## config.mk

```make
export PLATFORM = sky130hd
export DESIGN_NAME = uart_rx_flow_buffer
export DESIGN_NICKNAME = d
export VERILOG_FILES = /design/src/rtl/vt52_pkg.sv /design/src/rtl/vt52_byte_fifo.sv /design/src/rtl/uart_rx_flow_buffer.sv
export SDC_FILE = /design/constraint.sdc
export NUM_CORES = 1
export LEC_CHECK = 0
export ABC_AREA = 1
export BUFFER_PORTS_ARGS = -buffer_cell sky130_fd_sc_hd__buf_2
export CAP_MARGIN = 5
export CELL_PAD_IN_SITES_DETAIL_PLACEMENT = 2
export CELL_PAD_IN_SITES_GLOBAL_PLACEMENT = 2
export CORE_UTILIZATION = 40
export CTS_CLUSTER_DIAMETER = 80
export DETAILED_ROUTE_END_ITERATION = 7
export HOLD_SLACK_MARGIN = 0.06
export PLACE_DENSITY = 0.78
export SLEW_MARGIN = 20
export SYNTH_ARGS = -nofsm -noshare
export SYNTH_HDL_FRONTEND = slang
export SYNTH_SLANG_ARGS = --single-unit
```

## constraint.sdc

```tcl
create_clock -name clk -period 3.41 [get_ports clk]
set_input_delay 0.341 -clock clk [delete_from_list [all_inputs] [get_ports clk]]
set_output_delay 0.341 -clock clk [all_outputs]
set_load 0.01 [all_outputs]
```

## src/rtl/vt52_pkg.sv

```systemverilog
// Shared VT52 terminal definitions: ASCII flow-control codes and the
// software flow-control state encoding used by the receive buffer.
package vt52_pkg;

  localparam logic [7:0] ASCII_XON  = 8'h11;
  localparam logic [7:0] ASCII_XOFF = 8'h13;

  typedef enum logic [1:0] {
    FLOWING   = 2'd0,
    SEND_XOFF = 2'd1,
    STOPPED   = 2'd2,
    SEND_XON  = 2'd3
  } flow_state_t;

endpackage

```

## src/rtl/vt52_byte_fifo.sv

```systemverilog
// Byte FIFO with read/write pointers and an occupancy count.
// Pushes while full are dropped; pops while empty are ignored.
module vt52_byte_fifo #(
  parameter int DEPTH     = 64,
  parameter int ADDR_BITS = 6
) (
  input  logic                 clk,
  input  logic                 rst_n,
  input  logic                 push,
  input  logic [7:0]           push_data,
  input  logic                 pop,
  output logic [7:0]           pop_data,
  output logic                 full,
  output logic                 empty,
  output logic [ADDR_BITS:0]   fill
);

  localparam logic [ADDR_BITS:0]   FILL_FULL = (ADDR_BITS+1)'(DEPTH);
  localparam logic [ADDR_BITS:0]   FILL_ZERO = {(ADDR_BITS+1){1'b0}};
  localparam logic [ADDR_BITS:0]   FILL_ONE  = {{ADDR_BITS{1'b0}}, 1'b1};
  localparam logic [ADDR_BITS-1:0] PTR_ZERO  = {ADDR_BITS{1'b0}};
  localparam logic [ADDR_BITS-1:0] PTR_ONE   = {{(ADDR_BITS-1){1'b0}}, 1'b1};

  logic [7:0]           mem_r [DEPTH];
  logic [ADDR_BITS-1:0] wr_ptr_r;
  logic [ADDR_BITS-1:0] rd_ptr_r;
  logic [ADDR_BITS:0]   fill_r;
  logic                 wr_en_s;
  logic                 rd_en_s;

  // Full is judged on the registered count, so a same-cycle pop never frees room
  assign full     = (fill_r == FILL_FULL);
  assign empty    = (fill_r == FILL_ZERO);
  assign fill     = fill_r;
  assign wr_en_s  = push & ~full;
  assign rd_en_s  = pop & ~empty;
  assign pop_data = mem_r[rd_ptr_r];

  // Storage array write port
  always_ff @(posedge clk) begin
    if (wr_en_s) begin
      mem_r[wr_ptr_r] <= push_data;
    end
  end

  // Pointers and occupancy count
  always_ff @(posedge clk) begin
    if (!rst_n) begin
      wr_ptr_r <= PTR_ZERO;
      rd_ptr_r <= PTR_ZERO;
      fill_r   <= FILL_ZERO;
    end else begin
      if (wr_en_s) wr_ptr_r <= wr_ptr_r + PTR_ONE;
      if (rd_en_s) rd_ptr_r <= rd_ptr_r + PTR_ONE;
      case ({wr_en_s, rd_en_s})
        2'b10:   fill_r <= fill_r + FILL_ONE;
        2'b01:   fill_r <= fill_r - FILL_ONE;
        default: fill_r <= fill_r;
      endcase
    end
  end

endmodule

```

## src/rtl/uart_rx_flow_buffer.sv

```systemverilog
// UART receive buffer: drains the UART into a FIFO, issues XON/XOFF ahead of
// keyboard traffic on the transmit path, and reports fill and overflow.
module uart_rx_flow_buffer
  import vt52_pkg::*;
#(
  parameter int DEPTH     = 64,
  parameter int ADDR_BITS = 6,
  parameter int HI_MARK   = 48,
  parameter int LO_MARK   = 16
) (
  input  logic                 clk,
  input  logic                 rst_n,
  input  logic                 flow_en,
  input  logic [7:0]           rx_data,
  input  logic                 rx_valid,
  output logic                 rx_read,
  output logic [7:0]           out_data,
  output logic                 out_valid,
  input  logic                 out_ready,
  input  logic [7:0]           kbd_data,
  input  logic                 kbd_valid,
  output logic                 kbd_ready,
  output logic [7:0]           tx_data,
  output logic                 tx_valid,
  input  logic                 tx_ready,
  output logic [ADDR_BITS:0]   fill,
  output logic                 overflow,
  output logic                 stopped
);

  localparam logic [ADDR_BITS:0] HI_FILL = (ADDR_BITS+1)'(HI_MARK);
  localparam logic [ADDR_BITS:0] LO_FILL = (ADDR_BITS+1)'(LO_MARK);

  flow_state_t        state_r;
  flow_state_t        state_next_s;
  logic               rx_read_r;
  logic               overflow_r;
  logic               full_s;
  logic               empty_s;
  logic               pop_s;
  logic [ADDR_BITS:0] fill_s;

  vt52_byte_fifo #(
    .DEPTH     (DEPTH),
    .ADDR_BITS (ADDR_BITS)
  ) u_fifo (
    .clk       (clk),
    .rst_n     (rst_n),
    .push      (rx_read_r),
    .push_data (rx_data),
    .pop       (pop_s),
    .pop_data  (out_data),
    .full      (full_s),
    .empty     (empty_s),
    .fill      (fill_s)
  );

  assign out_valid = ~empty_s;
  assign pop_s     = out_valid & out_ready;
  assign fill      = fill_s;
  assign rx_read   = rx_read_r;
  assign overflow  = overflow_r;
  assign stopped   = (state_r == STOPPED) || (state_r == SEND_XON);

  // Ingress pulse; the cycle of the pulse doubles as holdoff while the UART clears its flag
  always_ff @(posedge clk) begin
    if (!rst_n) begin
      rx_read_r  <= 1'b0;
      overflow_r <= 1'b0;
    end else begin
      rx_read_r  <= rx_valid & ~rx_read_r;
      overflow_r <= overflow_r | (rx_read_r & full_s);
    end
  end

  // Flow-control state register
  always_ff @(posedge clk) begin
    if (!rst_n) begin
      state_r <= FLOWING;
    end else begin
      state_r <= state_next_s;
    end
  end

  // Flow-control next state, driven from the registered fill level
  always_comb begin
    state_next_s = state_r;
    case (state_r)
      FLOWING: begin
        if (flow_en && (fill_s >= HI_FILL)) state_next_s = SEND_XOFF;
        else                                state_next_s = FLOWING;
      end
      SEND_XOFF: begin
        if (tx_ready) state_next_s = STOPPED;
        else          state_next_s = SEND_XOFF;
      end
      STOPPED: begin
        if ((fill_s <= LO_FILL) || !flow_en) state_next_s = SEND_XON;
        else                                 state_next_s = STOPPED;
      end
      SEND_XON: begin
        if (tx_ready) state_next_s = FLOWING;
        else          state_next_s = SEND_XON;
      end
      default: state_next_s = FLOWING;
    endcase
  end

  // Transmit arbitration: control bytes hold the path until loaded
  always_comb begin
    tx_data   = kbd_data;
    tx_valid  = kbd_valid;
    kbd_ready = kbd_valid & tx_ready;
    case (state_r)
      SEND_XOFF: begin
        tx_data   = ASCII_XOFF;
        tx_valid  = 1'b1;
        kbd_ready = 1'b0;
      end
      SEND_XON: begin
        tx_data   = ASCII_XON;
        tx_valid  = 1'b1;
        kbd_ready = 1'b0;
      end
      default: begin
        tx_data   = kbd_data;
        tx_valid  = kbd_valid;
        kbd_ready = kbd_valid & tx_ready;
      end
    endcase
  end

endmodule

```

# Yosys cells after proc, flatten, opt, wreduce, memory -nomap -nowiden
# Memory sizes are Yosys's and may differ from the RTL's. A register that Yosys moved wholly into a read port is not among the register bits.
# Index checks and enable logic that the tools add are counted.
# totals
regBits,23
ram_bits,512
input_bits,23
out_inout_bits,29
wordCells,50
n_memories,1
# op_classes
n_addsub,4
magnitude_cmp,2
n_eq_ne,6
mux,13
bitwise,10
n_reduce_logical,8
# memory_table
memory,depth,width,read_ports,rd_clocked_by_memory_dff,wr,line_no,rtl
u_fifo.mem_r,64,8,1,1,1,vt52_byte_fifo.sv:24,logic [7:0] mem_r [DEPTH];
# op_table
cell,count
one-hot mux 8 bit (2 select lines),1
one-hot mux 7 bit (2 select lines),1
"adder 6 x 1 -> 6 bit, second input constant",2
two-way mux 6 bit,2
one-hot mux 2 bit (4 select lines),1
"adder 7 x 1 -> 7 bit, second input constant",1
"== test 7 bit, second input constant",1
"greater-or-equal comparator 7 x 6 -> 1 bit, second input constant",1
"less-or-equal comparator 7 x 5 -> 1 bit, second input constant",1
logical NOT 7 bit,1
"subtractor 7 x 1 -> 7 bit, second input constant",1
AND 1 bit,6
"== test 2 bit, second input constant",3
two-way mux 1 bit,6
"== test 2 x 1 -> 1 bit, second input constant",2
two-way mux 2 bit,2
NOT 1 bit,3
logical NOT 2 bit,1
logical OR 1 bit,2
nonzero test 2 bit,1
OR reduction 2 bit,1
logical AND 1 bit,1
logical NOT 1 bit,1
bitwise OR 1 bit,1

# Logic depth before layout (Yosys ltp)
# Gate-level depths: netlist of the first run.
# logic_depth
depth_word,6
mapped_depth,19
depth_no_buf,17

# Modules after synthesis
# Synthesis of the first run repeated with hierarchy kept, for this count alone.
# unflattened
hier_cells,2033
hier_area_um2,22711.8
# modules_own_cells
mod,instances,cells_per_inst,area_per_inst_um2,seq_area_each_um2
vt52_byte_fifo,1,1979,22411.5,15875.2
uart_rx_flow_buffer,1,54,300.3,80.1

# Worst setup path before layout of the first run
# OpenSTA, ideal clock, no wires.
# synth_timing
kind,register to register
startpoint,"reg u_fifo.fill_r[1], in the netlist u_fifo.fill[1]"
endpoint,"reg u_fifo.fill_r[6], in the netlist u_fifo.fill[6]"
setup_ns,0.109
arrival_ns,2.142
t_required_ns,3.301
setup_slack_ns,1.159
stages_incl_launch_ff,16
n_path_buf,2
synth_period_minus_slack_ns,2.251
cell_sequence,dfxtp_1 -> nor2_1 -> nand2_2 -> o21ai_4 -> buf_4 -> ha_1 -> buf_2 -> xor2_1 -> ha_1 -> inv_1 -> nand2_1 -> nand3_1 -> nand3_1 -> nand3_1 -> nand2_1 -> inv_1
# synth_between
elab_chain_len,6
word_cells_on_any_way,13
classes_between,2 x add/sub; 3 x eq/ne; 1 x mux; 5 x bitwise; 2 x reduce/logical
# synth_rtl
item,line_no,rtl
"start, declared",vt52_byte_fifo.sv:27,logic [ADDR_BITS:0] fill_r;
"start signal, assigned",vt52_byte_fifo.sv:56,2'b10: fill_r <= fill_r + FILL_ONE;
"start signal, assigned",vt52_byte_fifo.sv:57,2'b01: fill_r <= fill_r - FILL_ONE;
"start signal, assigned",vt52_byte_fifo.sv:58,default: fill_r <= fill_r;
logical NOT 7 bit,vt52_byte_fifo.sv:33,assign empty = (fill_r == FILL_ZERO);
NOT 1 bit,"vt52_byte_fifo.sv:36, uart_rx_flow_buffer.sv:58",
AND 1 bit,uart_rx_flow_buffer.sv:59,assign pop_s = out_valid & out_ready;
AND 1 bit,vt52_byte_fifo.sv:36,assign rd_en_s = pop & ~empty;
== test 2 x 1 -> 1 bit or == test 2 bit (tied branches),vt52_byte_fifo.sv:55,"case ({wr_en_s, rd_en_s})"
one-hot mux 7 bit (2 select lines) or nonzero test 2 bit (tied branches),--,
# Several ways; a longest one is shown, not always the timed one.
# A chain may end at the register's enable or synchronous reset.

==> out/results.tsv, run 1 <==
stage	metric	value	unit
setup_path	cpPeakStageDelay	0.47	ns
route	ant_nets	0	
die	dieArea	0.0560	mm²
setup_path	rrSetupSlack	0.60	ns
placed_design	dp_hpwl	45000	µm
timing	final-setup-viol-count	0	
setup_path	endpoint_kind	output port	
clocking	htreeDepth	2	
hold_path	hold_path_class	in -> reg	
global_route	use_met1	0.344	
setup_path	cp_slowest_cell	dfxtp_4	
placed_design	place_area	0.0233	mm²
timing	grt_setup_unrepaired	no	
hold_path	hold_path_depth	4	
synthesis	ys_warn_count	0	
synthesis	synth_top_family_by_area	compound AO/OA/AOI/OAI gates	
setup_path	crit_family	compound AO/OA/AOI/OAI gates	
global_route	grt_pass1_wl	113000	µm
global_route	grt-ovfl-total	0	
setup_path	crit_type	reg -> out	
route	routed_wl	75800	µm
die	fp.dieW	237	µm
timing	relSlewSlack	0.258	
synthesis	synth_fa_ha_area_frac	0.00227	
timing	skew	0.0317	ns
global_route	top_usage_layer	met2	
layout	drive_gt1_frac	0.133	
synthesis	syn_inst	1813	
route	vias	15700	
setup_path	worst_path_most_repeated_cell	nand2_1	
synthesis	ys_async_sr_fraction	0	
synthesis	synthXorXnorAreaFrac	0.00278	
clocking	clk_pin_slew	0.06	ns
global_route	grtUsageMet2	0.482	
synthesis	synthesis.nets	1840	
timing	slew_viol_final	0	
synthesis	synth-seq-cells	541	
hold_path	hold-path-endpoint	state_r[0]	
layout	num-fill-cells	5312	
route	drt_iter0_drc	1399	
power_and_ir_drop	vdd_drop_max	0.000529	V
synthesis	syn_area	0.0220	mm²
synthesis	synth_simple_gate_area_frac	0.105	
synthesis	synth_compound_area_frac	0.127	
die	boundaryPins	52	
timing	worst_pin_slew	1.11	ns
placed_design	gp_congestion	0.780	
synthesis	synth.distinct_cells	34	
global_route	use_met3	0.0304	
flow_run	drv_cap	0	
die	core.rowCount	85	
layout	nNetsFinal	1940	
setup_path	cp_max_fo	52	
route	drc	0	
power_and_ir_drop	power.density	713	mW/mm²
setup_path	path_cells	inv_16, buf_12, buf_16, o21ai_0, o22ai_1, nand2_1, nand2_1, a21oi_1, o21ai_1, nand3_1, nand2_1, buf_2	
synthesis	synth_mux_area_frac	0	
route	firstDrtPassIters	5	
clocking	cts.sinks	541	
clocking	cts_buffer_depth	3	
power_and_ir_drop	p_leak	8.65	nW
synthesis	synth_edf_count	512	
setup_path	path_buf_inv	4	
timing	tns	0	ns
route	wl_per_cell	28.5	µm
setup_path	worstPathArrival	2.93	ns
global_route	grt_max_degree	138	
global_route	grt_pass1_vias	17300	
clocking	cts_buffers	58	
global_route	antenna_found_initial	1	
die	coreArea	0.0541	mm²
clocking	cts_root_buf	clkbuf_16	
synthesis	synth-seq-area-share	0.724	
outcome	status	finished, final reports clean	
timing	min_period	3.27	ns
setup_path	critical_path_required	3.07	ns
hold_path	worst_hold_startpoint	flow_en	
placed_design	numPortBuffers	51	
layout	final_cell_area	0.0254	mm²
die	initial_core_util	0.407	
synthesis	syn_area_per_cell	12.2	µm²
clocking	cts_tree	built	
timing	hold_violations	0	
setup_path	timing.rr.end	u_fifo.mem_r[37][5]	
clocking	clk_latency	0.64	ns
synthesis	ys.flop_type	edfxtp_1	
setup_path	r2r_cells	7	
timing	fin_crit_sh	0.960	
timing	fmax	306	MHz
die	die-height	237	µm
route	viasPerCell	5.90	
setup_path	start_kind	flop	
layout	area_growth_syn_to_layout	15.1	%
global_route	grtUsageTotal	0.271	
setup_path	r2r_start	u_fifo.fill[0]	
## cell usage after synthesis (7+ instances only)
cell type / n / area share
a21oi_1: 47 / 0.011
buf_2: 19 / 0.0043
buf_4: 11 / 0.0037
buf_6: 22 / 0.011
clkbuf_1: 56 / 0.0095
dfxtp_1: 29 / 0.026
edfxtp_1: 512 / 0.70
inv_1: 42 / 0.0072
inv_2: 8 / 0.0014
nand2_1: 136 / 0.023
nand3_1: 37 / 0.0084
nor2_1: 385 / 0.066
o21ai_0: 271 / 0.062
o21ai_1: 63 / 0.014
o22ai_1: 125 / 0.035
xor2_1: 7 / 0.0028
## cell usage in the layout (no fill, tap or decap), types with 14 or more instances in the layout
cell / Yosys / final
nor2_1: 385 / 385
clkbuf_1: 56 / 14
o22ai_1: 125 / 124
nand2_1: 136 / 136
edfxtp_1: 512 / 512
buf_2: 19 / 50
buf_4: 11 / 85
clkinv_1: 0 / 17
a21oi_1: 47 / 47
o21ai_1: 63 / 64
inv_1: 42 / 41
nand3_1: 37 / 37
o21ai_0: 271 / 269
dfxtp_1: 29 / 26
clkbuf_16: 0 / 60
## stage by stage
step           cells  utilization  total power [mW]  hold WS [ns]  worst slack [ns]
4_1_cts         2654        0.466              18.1        0.0751           -0.0573
6_report        2660        0.469              18.1         0.118             0.137
3_5_place_dp    2541        0.431              11.7         0.458             0.605
3_3_place_gp    2541        0.431              11.5         0.435             0.728
5_1_grt         2659        0.468              18.8         0.167            0.0439
2_1_floorplan   1813            -              10.3         0.425              1.16
## tightest hold or removal path, delay by kind of cell
family,cells,cell delay [ns]
AO/OA/AOI/OAI,1,0.09
buffers and inverters,1,0.10
AND/OR/NAND/NOR,2,0.17
## flip-flops by register name, summed over array words and instances (netlist names), named ones only
| name | count |
|---|---|
| u_fifo.rd_ptr_r | 6 |
| u_fifo.fill | 7 |
| state_r | 2 |
| overflow | 1 |
| u_fifo.wr_ptr_r | 6 |
| u_fifo.mem_r | 512 |
| rx_read | 1 |
## logic make-up (layout without fill, tap and decap cells)
logic type | after synthesis | after routing
buf+inv | 165 | 315
flops | 541 | 541
simple gates | 579 | 579
xor+xnor | 7 | 7
compound gates | 517 | 517
fa+ha+maj | 4 | 4
other cells | 0 | 1
## routing by layer
metal,up-vias,wire [µm]
met5,-,0
met3,123,3830
met4,0,2070
li1,6794,-
met1,8268,30800
met2,522,39100
## cell type report
type	instances	area [µm²]	share of cell area
repair buffers	155	1240	0.0490
clock buffers	74	1540	0.0608
multi-input cells	1107	5230	0.206
inverters	50	205	0.00809
diodes	1	2.50	0.0000987
clock inverters	36	308	0.0121
well taps	696	871	0.0343
flip-flops and latches	541	16000	0.629
## power breakdown
| part | leakage (nW) | internal [mW] | switching, mW | total (mW) |
|---|---|---|---|---|
| clock | 0.902 | 3.57 | 2.71 | 6.28 |
| combinational | 2.90 | 1.28 | 3.03 | 4.32 |
| sequential | 4.84 | 7.35 | 0.148 | 7.50 |
## timing repair
item	in CTS	in global routing
endpoints found under the hold margin	3	0
setup buffers	0	3
pin swaps	0	1
endpoints found under the setup margin	6	6
hold buffers	3	0
resized for setup	4	12
cloned	0	1
## worst max path at each step
stage                                end  depth (start not counted)
after floorplan           u_fifo.fill[6]                         15
after global placement    u_fifo.fill[5]                         13
after detailed placement  u_fifo.fill[6]                         13
after CTS                    out_data[7]                          8
after global routing         out_data[5]                          8
final                        out_data[1]                         12
(Power assumes the default switching activity.)
==> run 2, diff against run 1 <==
--- a/config.mk
+++ b/config.mk
@@ -15,6 +15,7 @@
 export DETAILED_ROUTE_END_ITERATION = 7
 export HOLD_SLACK_MARGIN = 0.06
 export PLACE_DENSITY = 0.78
+export RECOVER_POWER = 25
 export SLEW_MARGIN = 20
 export SYNTH_ARGS = -nofsm -noshare
 export SYNTH_HDL_FRONTEND = slang
==> out/results.tsv, run 2 (synthesized netlist as in run 1, its figures left out) <==
stage	metric	value	unit
flow_run	drv_cap	5	
layout	largest_register	u_fifo.mem_r	
die	coreArea	0.0541	mm²
route	firstDrtPassIters	5	
setup_path	r2r_start	u_fifo.fill[0]	
placed_design	post-place-ws	0.605	ns
layout	layout_common_cells	512 x edfxtp_1, 385 x nor2_1, 269 x o21ai_0, 136 x nand2_1, 124 x o22ai_1	
route	vias	15700	
power_and_ir_drop	sequentialPowerShare	0.415	
clocking	cts_root_buf	clkbuf_16	
placed_design	numPortBuffers	51	
layout	drive_gt1_frac	0.127	
timing	fmax	305	MHz
outcome	violations	max-capacitance violations, max-slew violations	
placed_design	dp_hpwl	45000	µm
timing	relSlewSlack	-0.905	
layout	largest_reg_flops	512	
route	ant_nets	0	
layout	final_cell_area	0.0253	mm²
clocking	htreeDepth	2	
setup_path	start_kind	flop	
die	die-height	237	µm
clocking	cts_buffer_depth	3	
route	drc	0	
layout	area_growth_syn_to_layout	14.9	%
global_route	grtUsageTotal	0.271	
setup_path	r2r_cells	7	
setup_path	cp-endpoint	out_data[1]	
layout	instances_no_fill	2659	
placed_design	place_area	0.0233	mm²
timing	grt_setup_unrepaired	no	
outcome	status	complete, but fails checks	
hold_path	hold_path_class	in -> reg	
clocking	cts.sinks	541	
setup_path	endpoint_kind	output port	
power_and_ir_drop	power.density	715	mW/mm²
clocking	clk_pin_slew	0.06	ns
die	initial_core_util	0.407	
global_route	top_usage_layer	met2	
power_and_ir_drop	switching_share	0.326	
die	dieArea	0.0560	mm²
die	fp.dieW	237	µm
global_route	grt_pass1_vias	17300	
global_route	grt-ovfl-total	0	
timing	final-setup-viol-count	0	
timing	skew	0.0331	ns
route	viasPerCell	5.91	
setup_path	rrSetupSlack	0.59	ns
timing	fin_crit_sh	0.962	
power_and_ir_drop	p_int	12.2	mW
layout	num-fill-cells	5316	
placed_design	dp.cells	2541	
clocking	clk_latency	0.64	ns
global_route	grt_pass1_wl	113000	µm
timing	setup_slack	0.129	ns
power_and_ir_drop	p_leak	8.61	nW
global_route	antenna_found_initial	1	
global_route	grt_max_degree	138	
layout	layout_commonest_cell	edfxtp_1	
setup_path	timing.rr.end	u_fifo.mem_r[37][5]	
clocking	cts_buffers	58	
timing	min_period	3.28	ns
route	routed_wl	75800	µm
placed_design	gp_congestion	0.780	
power_and_ir_drop	p_comb_frac	0.238	
setup_path	cp_max_fo	52	
layout	antenna-diode-count	0	
timing	fin_hold_ws	0.116	ns
timing	slew_viol_final	224	
global_route	use_met3	0.0304	
global_route	use_met1	0.344	
timing	worst_pin_slew	2.86	ns
timing	hold_violations	0	
power_and_ir_drop	vdd_drop_max	0.000529	V
setup_path	critical_path_required	3.07	ns
die	core.rowCount	85	
global_route	grtUsageMet2	0.482	
power_and_ir_drop	clkPwrFrac	0.347	
layout	nNetsFinal	1940	
power_and_ir_drop	p_sw	5.89	mW
setup_path	crit_type	reg -> out	
route	wl_per_cell	28.5	µm
setup_path	worstPathArrival	2.94	ns
clocking	cts_tree	built	
die	boundaryPins	52	
route	drt_iter0_drc	1329	
## run 2: power groups by stage
stage                     clock (mW)  combinational (mW)  sequential, mW
after floorplan                    0                2.67            7.58
after global placement             0                3.86            7.64
after detailed placement           0                4.09            7.64
after CTS                       6.36                4.21            7.51
after global routing            6.56                4.69            7.52
final                           6.28                4.31            7.50
## run 2: worst min-delay path by stage
| stage | to | slack, ns | start | cells after the start |
|---|---|---|---|---|
| 3_3_place_gp | u_fifo.rd_ptr_r[5] | 0.43 | u_fifo.rd_ptr_r[5] | 1 |
| 3_5_place_dp | overflow | 0.46 | overflow | 2 |
| 2_1_floorplan | flop | 0.43 | u_fifo.rd_ptr_r[5] | 1 |
| 4_1_cts | state_r[0] | 0.08 | flow_en | 4 |
| 6_report | state_r[0] | 0.12 | flow_en | 4 |
| 5_1_grt | u_fifo.rd_ptr_r[1] | 0.17 | out_ready | 4 |
## run 2: layout make-up
cell class	instances	area, µm²	share of cell area
clock buffers	74	1540	0.0609
clock inverters	36	308	0.0122
inverters	50	205	0.00810
multi-input cells	1107	5230	0.206
flip-flops and latches	541	16000	0.631
well taps	696	871	0.0344
repair buffers	155	1200	0.0474
## run 2: layer usage
| layer | wire [µm] | vias up |
|---|---|---|
| li1 | - | 6790 |
| met1 | 31000 | 8300 |
| met2 | 39000 | 500 |
| met3 | 3630 | 128 |
| met4 | 2140 | 2 |
| met5 | 8 | - |
## run 2: what timing repair did
action                                 CTS  global route
pin swaps                                0             1
gates resized for setup                  4            12
endpoints found under the hold margin    3             0
hold buffers                             3             0
buffers inserted                         0             3
gates cloned                             0             1
setup endpoints to repair                6             6
## run 2: through the flow
stage | power [mW] | TNS [ns] | utilization
after floorplan | 10.3 | 0 | -
after global placement | 11.5 | 0 | 0.431
after detailed placement | 11.7 | 0 | 0.431
after CTS | 18.1 | -0.0573 | 0.466
after global routing | 18.8 | 0 | 0.468
final | 18.1 | 0 | 0.468
## run 2: worst max-delay path: stages, from the launching register on
cell,delay (ns)
dfxtp_4,0.47
inv_16,0.11
buf_12,0.20
buf_16,0.19
o21ai_0,0.18
o22ai_1,0.09
nand2_1,0.07
nand2_1,0.06
a21oi_1,0.39
o21ai_1,0.14
nand3_1,0.12
nand2_1,0.08
buf_2,0.14
